`src/rtl/periph_xbar_ooo_guard.sv`:
```
// Peripheral crossbar: N_MASTER ports to N_SLAVE targets plus a built-in error target.
// Per-slave round-robin arbitration, multiple outstanding per master, same-target ordering guard.
module periph_xbar_ooo_guard #(
    parameter int unsigned N_MASTER        = 4,
    parameter int unsigned N_SLAVE         = 3,
    parameter int unsigned ADDR_WIDTH      = 32,
    parameter int unsigned DATA_WIDTH      = 32,
    parameter int unsigned BE_WIDTH        = DATA_WIDTH / 8,
    parameter int unsigned SEL_LSB         = 10,
    parameter int unsigned SEL_MSB         = 11,
    parameter int unsigned MAX_OUTSTANDING = 4
) (
    input  logic                                 clk,
    input  logic                                 rst_n,
    input  logic [N_MASTER-1:0]                  data_req_i,
    input  logic [N_MASTER-1:0]                  data_wen_i,
    input  logic [N_MASTER-1:0][ADDR_WIDTH-1:0]  data_add_i,
    input  logic [N_MASTER-1:0][5:0]             data_atop_i,
    input  logic [N_MASTER-1:0][DATA_WIDTH-1:0]  data_wdata_i,
    input  logic [N_MASTER-1:0][BE_WIDTH-1:0]    data_be_i,
    output logic [N_MASTER-1:0]                  data_gnt_o,
    output logic [N_MASTER-1:0]                  data_r_valid_o,
    output logic [N_MASTER-1:0]                  data_r_opc_o,
    output logic [N_MASTER-1:0][DATA_WIDTH-1:0]  data_r_rdata_o,
    output logic [N_SLAVE-1:0]                   data_req_o,
    output logic [N_SLAVE-1:0]                   data_wen_o,
    output logic [N_SLAVE-1:0][ADDR_WIDTH-1:0]   data_add_o,
    output logic [N_SLAVE-1:0][5:0]              data_atop_o,
    output logic [N_SLAVE-1:0][DATA_WIDTH-1:0]   data_wdata_o,
    output logic [N_SLAVE-1:0][BE_WIDTH-1:0]     data_be_o,
    output logic [N_SLAVE-1:0][N_MASTER-1:0]     data_ID_o,
    input  logic [N_SLAVE-1:0]                   data_gnt_i,
    input  logic [N_SLAVE-1:0]                   data_r_valid_i,
    input  logic [N_SLAVE-1:0]                   data_r_opc_i,
    input  logic [N_SLAVE-1:0][DATA_WIDTH-1:0]   data_r_rdata_i,
    input  logic [N_SLAVE-1:0][N_MASTER-1:0]     data_r_ID_i
);

    localparam int unsigned TW = SEL_MSB - SEL_LSB + 1;
    localparam int unsigned CW = $clog2(MAX_OUTSTANDING + 1);
    localparam int unsigned PW = (N_MASTER > 1) ? $clog2(N_MASTER) : 1;

    logic [N_MASTER-1:0][TW-1:0] tgt;
    logic [N_MASTER-1:0]         is_err;
    logic [N_MASTER-1:0]         elig;
    logic [N_MASTER-1:0][CW-1:0] cnt_q, cnt_d;
    logic [N_MASTER-1:0][TW-1:0] last_q, last_d;
    logic [N_SLAVE-1:0][PW-1:0]  ptr_q, ptr_d;
    logic [N_MASTER-1:0]         err_v_q, err_v_d;
    logic [N_SLAVE-1:0][PW-1:0]  win;
    logic [N_SLAVE-1:0]          win_v;
    logic [N_MASTER-1:0]         gnt;
    logic [N_MASTER-1:0]         hit;

    // Decode and eligibility; rst_n gating keeps every output at 0 during reset.
    always_comb begin
        tgt    = '0;
        is_err = '0;
        elig   = '0;
        for (int k = 0; k < int'(N_MASTER); k++) begin
            tgt[k]    = data_add_i[k][SEL_MSB:SEL_LSB];
            is_err[k] = (32'(tgt[k]) >= N_SLAVE);
            elig[k]   = rst_n && data_req_i[k]
                        && (cnt_q[k] < CW'(MAX_OUTSTANDING))
                        && ((cnt_q[k] == '0) || (tgt[k] == last_q[k]));
        end
    end

    // Round-robin winner search starting at ptr, wrapping modulo N_MASTER.
    always_comb begin
        win_v = '0;
        win   = '0;
        for (int j = 0; j < int'(N_SLAVE); j++) begin
            for (int off = 0; off < int'(N_MASTER); off++) begin
                logic [PW-1:0] ci;
                ci = PW'((32'(ptr_q[j]) + 32'(off)) % N_MASTER);
                if (!win_v[j] && elig[ci] && !is_err[ci] && (32'(tgt[ci]) == 32'(j))) begin
                    win_v[j] = 1'b1;
                    win[j]   = ci;
                end
            end
        end
    end

    // Slave-side request mux, pointer advance and master grants.
    always_comb begin
        data_req_o   = '0;
        data_wen_o   = '0;
        data_add_o   = '0;
        data_atop_o  = '0;
        data_wdata_o = '0;
        data_be_o    = '0;
        data_ID_o    = '0;
        ptr_d        = ptr_q;
        gnt          = elig & is_err;
        for (int j = 0; j < int'(N_SLAVE); j++) begin
            if (win_v[j]) begin
                data_req_o[j]   = 1'b1;
                data_wen_o[j]   = data_wen_i[win[j]];
                data_add_o[j]   = data_add_i[win[j]];
                data_atop_o[j]  = data_atop_i[win[j]];
                data_wdata_o[j] = data_wdata_i[win[j]];
                data_be_o[j]    = data_be_i[win[j]];
                data_ID_o[j]    = N_MASTER'(1) << win[j];
                if (data_gnt_i[j]) begin
                    gnt[win[j]] = 1'b1;
                    ptr_d[j]    = PW'((32'(win[j]) + 32'd1) % N_MASTER);
                end
            end
        end
        data_gnt_o = gnt;
    end

    // Response routing: lowest slave index first, error slot last.
    always_comb begin
        hit            = '0;
        data_r_valid_o = '0;
        data_r_opc_o   = '0;
        data_r_rdata_o = '0;
        for (int k = 0; k < int'(N_MASTER); k++) begin
            for (int j = 0; j < int'(N_SLAVE); j++) begin
                if (!hit[k] && data_r_valid_i[j] && data_r_ID_i[j][k]) begin
                    hit[k]            = 1'b1;
                    data_r_opc_o[k]   = data_r_opc_i[j];
                    data_r_rdata_o[k] = data_r_rdata_i[j];
                end
            end
            if (!hit[k] && err_v_q[k]) begin
                hit[k]          = 1'b1;
                data_r_opc_o[k] = 1'b1;
            end
            if (!rst_n) begin
                hit[k]            = 1'b0;
                data_r_opc_o[k]   = 1'b0;
                data_r_rdata_o[k] = '0;
            end
            data_r_valid_o[k] = hit[k];
        end
    end

    // Outstanding counters; a response with nothing outstanding is not counted.
    always_comb begin
        cnt_d   = cnt_q;
        last_d  = last_q;
        err_v_d = gnt & is_err;
        for (int k = 0; k < int'(N_MASTER); k++) begin
            if (gnt[k]) begin
                last_d[k] = tgt[k];
            end
            if (gnt[k] && !(hit[k] && (cnt_q[k] != '0))) begin
                cnt_d[k] = cnt_q[k] + CW'(1);
            end else if (!gnt[k] && hit[k] && (cnt_q[k] != '0)) begin
                cnt_d[k] = cnt_q[k] - CW'(1);
            end
        end
    end

    always_ff @(posedge clk or negedge rst_n) begin
        if (!rst_n) begin
            cnt_q   <= '0;
            last_q  <= '0;
            ptr_q   <= '0;
            err_v_q <= '0;
        end else begin
            cnt_q   <= cnt_d;
            last_q  <= last_d;
            ptr_q   <= ptr_d;
            err_v_q <= err_v_d;
        end
    end

endmodule

```
`config.mk`:
```
export PLATFORM = sky130hd
export DESIGN_NAME = periph_xbar_ooo_guard
export DESIGN_NICKNAME = d
export VERILOG_FILES = /design/src/rtl/periph_xbar_ooo_guard.sv
export SDC_FILE = /design/constraint.sdc
export NUM_CORES = 1
export LEC_CHECK = 0
export BUFFER_PORTS_ARGS = -buffer_cell sky130_fd_sc_hd__buf_2
export CAP_MARGIN = 20
export CORE_AREA = 2 2 310 312
export DETAILED_ROUTE_END_ITERATION = 10
export DIE_AREA = 0 0 312 314
export SETUP_SLACK_MARGIN = 0.5
export SLEW_MARGIN = 25
export SYNTH_ARGS = -nofsm -noshare
export SYNTH_HDL_FRONTEND = slang
export SYNTH_SLANG_ARGS = --single-unit
```
`constraint.sdc`:
```
create_clock -name clk -period 5.4 [get_ports clk]
set_clock_uncertainty 0.05 [all_clocks]
set_input_delay 0.27 -clock clk [delete_from_list [all_inputs] [get_ports clk]]
set_output_delay 0.27 -clock clk [all_outputs]
set_load 0.05 [all_outputs]
```
-- Yosys cells after proc, flatten, opt, wreduce, memory -nomap -nowiden
Cells that the tools add are included.
- $add $sub $neg: 20
- multiply operators: 0
- divide/modulo/power cells: 0
- magnitude comparators: 26
- equality and inequality tests: 12
- shift operators: 3
- muxes and demuxes: 223
- bitwise logic cells: 5
- reductions and logical operators: 152
- operators with widths (kind ; count):
    $mux 32 ; 28
    $bmux 32 s2 ; 6
    $logic_and 1x1->1 ; 88
    $mux 1 ; 88
    $mux 4 ; 15
    $bmux 1 s2 ; 27
    $bmux 2 s2 ; 12
    $mux 2 ; 24
    $lt 2x3->1 const B ; 15
    $logic_not 1->1 ; 41
    $bmux 6 s2 ; 3
    $mux 6 ; 6
    $bmux 4 s2 ; 3
    $mux 3 ; 8
    $add 2x1->2 const B ; 6
    $add 2x2->2 const B ; 6
    $add 3x1->3 const B ; 4
    $logic_not 3->1 ; 4
    $lt 3x3->1 const B ; 4
    $or 4x4->4 ; 3
    $reduce_bool 3->1 ; 4
    $shl 1x2->4 const A ; 3
    $sub 3x1->3 const B ; 4
    $and 4x4->4 ; 2
    10 further kinds ; 37
- flip-flop bits (word level): 30
- latch bits: 0
- RAM bits: 0
- memory bits (read-only): 0
- output and inout port bits: 380
- logic and storage cells: 453
- memories: 0

-- Logic depth before layout (Yosys ltp)
Gate-level depths: netlist of run 1.
- depth after elaboration: 41
- depth in mapped cells: 23

-- Worst setup path before layout of run 1
OpenSTA, ideal clock, no wires.
- kind: reg2reg
- from: register cnt_q[8] in the netlist's numbering
- to: register cnt_q[7] in the netlist's numbering
- data arrival time: 4342 ps
- setup slack: 881 ps
- cell stages (with the launch flop): 19
- period minus slack after synthesis: 4519 ps
- cell sequence: dfrtp_1 or3_4 o21a_4 or3_1 buf_6 nand2_2 a21oi_2 a31o_4 o32ai_4 buf_8 buf_6 inv_1 ha_1 a221o_1 a31oi_4 inv_1 o21ai_0 fa_1 mux2_1
- RTL lines (element ; RTL line ; text):
    start, declared ; 46 ; logic [N_MASTER-1:0][CW-1:0] cnt_q, cnt_d;
    start signal, assigned ; 165 ; cnt_q <= cnt_d;

==> results.txt, run 1 <==
The area growth from synthesis to layout came out at 45.0%. Of the post-synthesis cell area, the dominant cell type holds 0.268. For this run, the number of Yosys warnings is 0. The count of buffers from port buffering came out at 798. In the final layout, the share of cells above drive strength 1 is 0.434. The count of nets left with antenna violations after detail routing is 0. The count of endpoints failing setup in the final report is 0. The critical path is of the reg -> out type.

For this run, the number of standard cells in the final layout without fillers is 3484. Setup repair after global routing left no endpoint under its margin. The final critical-path required period is approximately 4.8 ns.

The synthesized instance count is between 1.5k and 2k. The final weighted congestion in routability-driven placement is about 0.96. The detailed router finished its first iteration with about 2.1k violations. The startpoint type of the worst setup path is a register. The H-tree generated during clock tree synthesis spans 2 levels. Data arrives at the worst endpoint at roughly 4.4 ns. For this run, design rule violations remaining after detail routing come to 7.

The die covers ~100000 um2. The post-synthesis sequential area ratio came out at 0.0627. After clock tree synthesis, the clock-pin slew on the worst setup and hold paths is 0.05 ns.

The distinct cell type count of the synthesized netlist came out at 81. For the pin with the worst max-slew slack, the measured transition is 0.981 ns. The startpoint identified for the worst register-to-register timing path is cnt_q[8]$_DFFE_PN0P_. The worst reg-to-reg path cell count came out at 15. The path class of the tightest hold or removal check is in -> async.

In this run the cell area of the synthesized design comes to 12000 um2. For the worst setup path, the data required time is 5.08 ns. Of all cell types, the one taking the most synthesized area is sky130_fd_sc_hd__mux2i_1.

Across the run, the number of max-cap violations was 0. The clock tree from TritonCTS is yes. The final layout net count came out at 2648. The endpoint kind of the worst setup timing path is an output pin.

The global-route congestion overflow total came out at 0. The clock latency on the worst-skew pair is 0.28 ns. After synthesis the netlist holds a flip-flop and latch count of 30. Counting the buffers created by CTS gives 5. The global-route wire length before repair came out at about 110000 um. The number of detailed-routing iterations run before antenna repair is 11. The power density over the cells came out at 291 nW/um2. In this run, synthesis inferred 0 flip-flops with an integrated enable. The worst pin sits at a relative slew slack of 0.346.

Among all flip-flop cells after synthesis, the most frequent one is sky130_fd_sc_hd__dfrtp_1. The leakage component of the power came out at 8.66 nW. For this design, the sink count on the clock tree is 30. The final-report hold violation count was 0. The starting density of the core came out at 0.127. Once the clock tree was built, the setup fixing pass inserted 0 buffers. The number of placed instances, taps included, is 3470. The die is 314 um tall.

Ranked by total cell area, the synthesized netlist is headed by sky130_fd_sc_hd__mux2i_1 (27%), sky130_fd_sc_hd__a222oi_1 (11%), sky130_fd_sc_hd__o22ai_1 (10%), sky130_fd_sc_hd__nor2b_1 (8.3%), sky130_fd_sc_hd__dfrtp_1 (6.3%). After detailed routing, the average wire length per cell comes to roughly 22 um. The total I/O pin count came out at 803. The largest vdd supply drop came out at roughly 200 uV. The number of global-route vias before repair is 15.7k. The total wire length after detailed routing is 78200 um. The total vias in the final route is 16.9k. The number of pins exceeding their max-slew limit in the final report is 0.

The largest net degree at the start of global routing came out at 103. The post-route setup TNS came out at 0 ns. The core area came out at 94400 um2.

The sum of net half-perimeters after detailed placement came out at roughly 63000 um. The root buffer cell chosen for the clock tree is sky130_fd_sc_hd__clkbuf_16. The largest driver fanout on the critical path is between 90 and 100. The initialized floorplan defines 113 standard-cell rows. The synthesized area per cell came out at 7.85 um2. The overall die width is 312 um. The aggregate global-route resource usage came out at 0.145. Tracing the worst setup path back leads to its startpoint at last_q[0]$_DFFE_PN0P_. The via count normalized by instance count is 4.85. The async set-or-reset flop fraction in the synthesized netlist is 1.00.

The checks that failed: design-rule violations. The fmax is 210 MHz. The final cycle utilization of the critical path came out at 0.881. The number of buffers between clock root and the deepest sink is 2. The flow ran to the end, but the final reports show violations. The initial antenna violation count is 17.
==> power by group <==
group	total [mW]	switching (mW)	leakage, nW	internal (mW)
combinational	4.27	3.04	8.22	1.23
clock	0.289	0.106	0.0739	0.183
sequential	0.484	0.160	0.369	0.323
total	5.05	3.31	8.66	1.73
==> cells in the mapped netlist (all sizes together), types with 4 or more instances <==
cell type  instances
or3                7
a21boi             5
a32oi              4
clkbuf           106
a21oi             20
mux2i            321
dfrtp             30
mux2              55
xor2              11
o22ai            194
nor2              88
nand3             12
o21ai             20
buf               67
fa                 4
inv               24
a222oi           132
nand2b            10
ha                 8
nand3b             5
nor3              58
xnor2              7
and2              17
nor2b            159
nand2             52
a211oi            62
==> per-layer routing <==
metal,global-route usage,wire (um)
met5,0,27
met4,0.0768,4460
met3,0.0215,5640
met2,0.262,38900
met1,0.165,29100
==> path summary, 6_finish.rpt <==
kind	slack, ns	end
worst max-delay path	0.64	data_add_o[61]
worst min-delay path	0.11	err_v_q[0]$_DFF_PN0_
worst max register to register	0.83	cnt_q[4]$_DFFE_PN0P_
worst min register to register	0.49	last_q[4]$_DFFE_PN0P_
max in group asynchronous	4.43	last_q[0]$_DFFE_PN0P_
min in group clk	0.28	err_v_q[1]$_DFF_PN0_
==> stage by stage <==
stage / area [um2] / utilization / total power [mW] / hold slack, ns / setup slack (ns)
after floorplan: 12000 / - / 3.53 / -0.0756 / 0.881
final: 17400 / 0.184 / 5.05 / 0.110 / 0.643
after detailed placement: 17200 / 0.182 / 4.72 / 0.156 / 0.800
after global placement: 17200 / 0.182 / 4.71 / 0.157 / 0.879
after CTS: 17300 / 0.184 / 5.03 / 0.142 / 0.715
after global routing: 17400 / 0.184 / 5.27 / 0.140 / 0.512
==> final cells by class <==
class / instances / area, um2
fillers: 10900 / 77100
multi-input cells: 1300 / 10300
repair buffers: 852 / 4490
well taps: 1265 / 1580
flip-flops and latches: 30 / 751
clock buffers: 7 / 143
inverters: 24 / 90.1
diodes: 5 / 12.5
clock inverters: 1 / 5.00
==> critical path, stage by stage (launching register included) <==
cell	delay (ns)
sky130_fd_sc_hd__dfrtp_1	0.42
sky130_fd_sc_hd__nor2b_1	0.15
sky130_fd_sc_hd__o2111ai_1	0.70
sky130_fd_sc_hd__and2_1	0.29
sky130_fd_sc_hd__a32oi_1	0.15
sky130_fd_sc_hd__o32ai_4	0.50
sky130_fd_sc_hd__buf_16	0.38
sky130_fd_sc_hd__mux2i_1	0.20
sky130_fd_sc_hd__o22ai_1	0.64
sky130_fd_sc_hd__buf_2	0.39
==> kinds of logic after synthesis <==
logic type,count (synthesis),share of synthesized area
AOI/OAI and AO/OA,467,0.310
xor gates and xnor gates,18,0.0151
adders and majority gates,12,0.0151
buffers and inverters,197,0.0854
DFF,30,0.0627
muxes,376,0.321
other,1,0.000313
and+or+nand+nor,423,0.191
==> registers in the layout, summed over array words and instances (netlist names) <==
name / cells
cnt_q: 12
last_q: 8
ptr_q: 6
err_v_q: 4
==> timing repair <==
action	in CTS	in global routing
hold endpoints to repair	4	0
gates resized for setup	0	1
hold buffers	1	0
setup endpoints to repair	0	1
==> layout by cell type (no fill, tap or decap), drive strengths merged, types with 2 or more instances in the layout <==
| cell type | instances |
|---|---|
| a211oi | 62 |
| a21boi | 5 |
| a21o | 2 |
| a21oi | 20 |
| a222oi | 132 |
| a31oi | 2 |
| a32oi | 4 |
| a41o | 2 |
| and2 | 17 |
| and3b | 3 |
| buf | 851 |
| clkbuf | 7 |
| conb | 4 |
| dfrtp | 30 |
| diode | 5 |
| fa | 4 |
| ha | 8 |
| inv | 24 |
| mux2 | 55 |
| mux2i | 321 |
| nand2 | 52 |
| nand2b | 10 |
| nand3 | 12 |
| nand3b | 5 |
| nand4 | 3 |
| nand4b | 3 |
| nor2 | 88 |
| nor2b | 159 |
| nor3 | 58 |
| nor4 | 2 |
| o2111ai | 3 |
| o211a | 2 |
| o211ai | 3 |
| o21a | 3 |
| o21ai | 20 |
| o22ai | 194 |
| o32ai | 2 |
| or3 | 7 |
| xnor2 | 7 |
| xor2 | 11 |
Power figures use the tool's default switching activity.
==> run 2, diff against run 1 <==
- BUFFER_PORTS_ARGS: -buffer_cell sky130_fd_sc_hd__buf_2 -> not set
- CORE_AREA: 2 2 310 312 -> 2 2 314 316
- DIE_AREA: 0 0 312 314 -> 0 0 316 318
- DONT_BUFFER_PORTS: not set -> 1
- SLEW_MARGIN: 25 -> 10
==> results.txt, run 2 (same netlist as run 1, synthesis figures left out) <==
The final weighted congestion in routability-driven placement came out at roughly 0.99. The global routing met1 resource utilization is 0.157. The number of buffers added by the clock tree synthesis step came out at 5. Among the stages of the critical path, the cell type that occurs most often is sky130_fd_sc_hd__buf_4. The total vias in the final route came out at 14.6k. The endpoint kind of the worst setup timing path is an output pin. The number of pins exceeding their max-slew limit in the final report is 0. The number of setup buffers added after CTS is 0.

The core area came out at between 90000 and 100000 um2. After the last flow step, the layout net total stands at around 2k. Ranked by flip-flop count, first place goes to cnt_q. The largest net degree at the start of global routing is 145.

In the layout the commonest cells are sky130_fd_sc_hd__mux2i_1 (321), sky130_fd_sc_hd__buf_4 (239), sky130_fd_sc_hd__o22ai_1 (190). Max-cap violations in this run came to 0. Clock-pin slew was measured on the worst setup and hold paths at ~0.06 ns. After layout, the minimum clock period comes to 4.58 ns. The data arrival time of the critical path came out at between 4 and 5 ns. The power density over the cells is 333 nW/um2.

Of the available clock period, the critical path in the final layout requires 0.848. TritonCTS built the clock tree. The worst setup path is of the reg -> out kind.

The wire-length estimate of the detail-placed layout is 62700 um. The H-tree was split into 2 levels. The portion of total power attributed to sequential cells is 0.095. The iteration-0 DRC count of the detailed router is 1777. The number of flip-flops under the largest register name came out at 12. The signal on the critical path passes through or3_4 > o21ai_2 > nand2b_1 > nor2_1 > nand2_1 > a21oi_4 > buf_4 > buf_4 > mux2i_1 > o22ai_1 > buf_4. Setup total negative slack on the finished layout was measured at 0 ns. The largest single stage delay on the critical path is just over 0.7 ns. The total wire length after detailed routing came out at 79600 um.

The clock reaches the later pin of the worst-skew pair after 0.28 ns. The aggregate global-route resource usage is 0.144. For this design, the slowest cell found on the critical path is sky130_fd_sc_hd__buf_4. In this design, the largest share of critical-path delay is due to buffers and inverters.

No sink is reached through more buffers than the 2 on the longest clock path. In this run the clock root is driven by a sky130_fd_sc_hd__clkbuf_16. The count of nets left with antenna violations once routing finished came out at 0. The type of the most critical hold path is in -> reg.

Dividing the detail-routed wire length by the instance count gives ~27 um. The count of endpoints failing setup in the final report is 0. The met2 routing resource usage after global routing is 0.256. At the worst endpoint, the required time is 5.08 ns. The largest driver fanout on the critical path came out at 46. The remaining max-slew budget at the tightest pin is 0.240.

The portion of total power attributed to the clock network came out at 0.077. The cell-internal power is 1.86 mW. At the pin with the least slew margin, the transition time is 1.14 ns. The die covers roughly 100000 um2. Together, buffers and inverters on the worst path number 3.

In the global route stage, met3 resource usage came out at 0.0372. The switching share of total power came out at 0.635. The number of placement rows came out at 115.

For this design the total switching power over the nets is between 3 and 4 mW. The number of global-route vias before repair came out at 13.8k. The die is 318 um tall.

The largest registers in the layout are cnt_q (12), last_q (8), ptr_q (6). Setup repair after global routing left no endpoint under its margin. The part of the total power dissipated in combinational logic came out at 0.828. The worst setup path is launched from a register. In the post-route analysis, the smallest setup slack over all paths is 0.821 ns.

The starting density of the core is 0.123. The fmax is 218 MHz. Of the cells placed in the final design, the portion with a size suffix greater than 1 is 0.255. The run finished with clean final reports. The final-report hold violation count is 0.

The worst slack after detailed placement is 1.13 ns. The via count normalized by instance count came out at 5.02. Input and output buffers added on the ports amount to 0.

The number of detailed-routing iterations run before antenna repair came out at 9. The global-route wire length before repair is 105000 um. VDD sags by at most 159 uV.

The global-route congestion overflow total is 0. The number of sinks on the clock net is 30. The initial antenna violation count came to 5. The library cell used most frequently in the layout, excluding fill and tap cells, is sky130_fd_sc_hd__mux2i_1. The overall die width is 316 um. The area growth from synthesis to layout came out at 27.4%. The leakage component of the power came out at just over 6 nW. The most utilized layer in the global route result is met2. After detailed routing, the number of remaining DRC violations is 0.

The total I/O pin count is about 800.
## run 2: final cells by class
cell class	count	area, um2
Multi-Input combinational cell	1300	10600
Timing Repair Buffer	250	2000
Tap cell	1287	1610
Clock inverter	2	60.1
Antenna cell	8	20.0
Clock buffer	6	139
Sequential cell	30	751
Inverter	24	90.1
Fill cell	11100	82200
## run 2: layer usage
layer	vias to the layer above	routed length (um)
met3	156	7670
met2	1081	38800
met5	-	0
li1	6240	-
met4	0	4330
met1	7125	28800
## run 2: worst paths after layout
path | slack (ns) | cells after the start | endpoint | startpoint
worst max register to register | 1.11 | 15 | cnt_q[7]$_DFFE_PN0P_ | cnt_q[8]$_DFFE_PN0P_
max in group asynchronous | 4.67 | 2 | err_v_q[3]$_DFF_PN0_ | rst_n
min in group asynchronous | 0.43 | 2 | cnt_q[0]$_DFFE_PN0P_ | rst_n
worst min-delay path | 0.08 | 1 | last_q[7]$_DFFE_PN0P_ | data_add_i[107]
worst min register to register | 0.48 | 1 | last_q[4]$_DFFE_PN0P_ | last_q[4]$_DFFE_PN0P_
worst max-delay path | 0.82 | 11 | data_add_o[71] | cnt_q[8]$_DFFE_PN0P_
## run 2: repair_timing
item / 4_1_cts / 5_1_grt
resized for setup: 0 / 0
endpoints found under the hold margin: 30 / 0
hold buffers: 2 / 0
setup endpoints to repair: 0 / 0
## run 2: power groups by stage
stage               sequential [mW]  clock (mW)  combinational, mW
floorplan                     0.425           0               3.11
global placement              0.479           0               4.16
detailed placement            0.481           0               4.18
CTS                           0.479       0.403               4.19
global route                  0.505       0.414               4.38
finish                        0.482       0.394               4.21
## run 2: metrics by stage
step	utilization	instances	cell area, um2	total power [mW]	hold slack (ns)
finish	0.156	2907	15200	5.08	0.0764
detailed placement	0.154	2889	15000	4.66	-0.0583
floorplan	-	1527	12000	3.53	-0.0756
CTS	0.156	2899	15200	5.08	0.0786
global placement	0.154	2889	15000	4.64	-0.0635
global route	0.156	2907	15200	5.30	0.0663
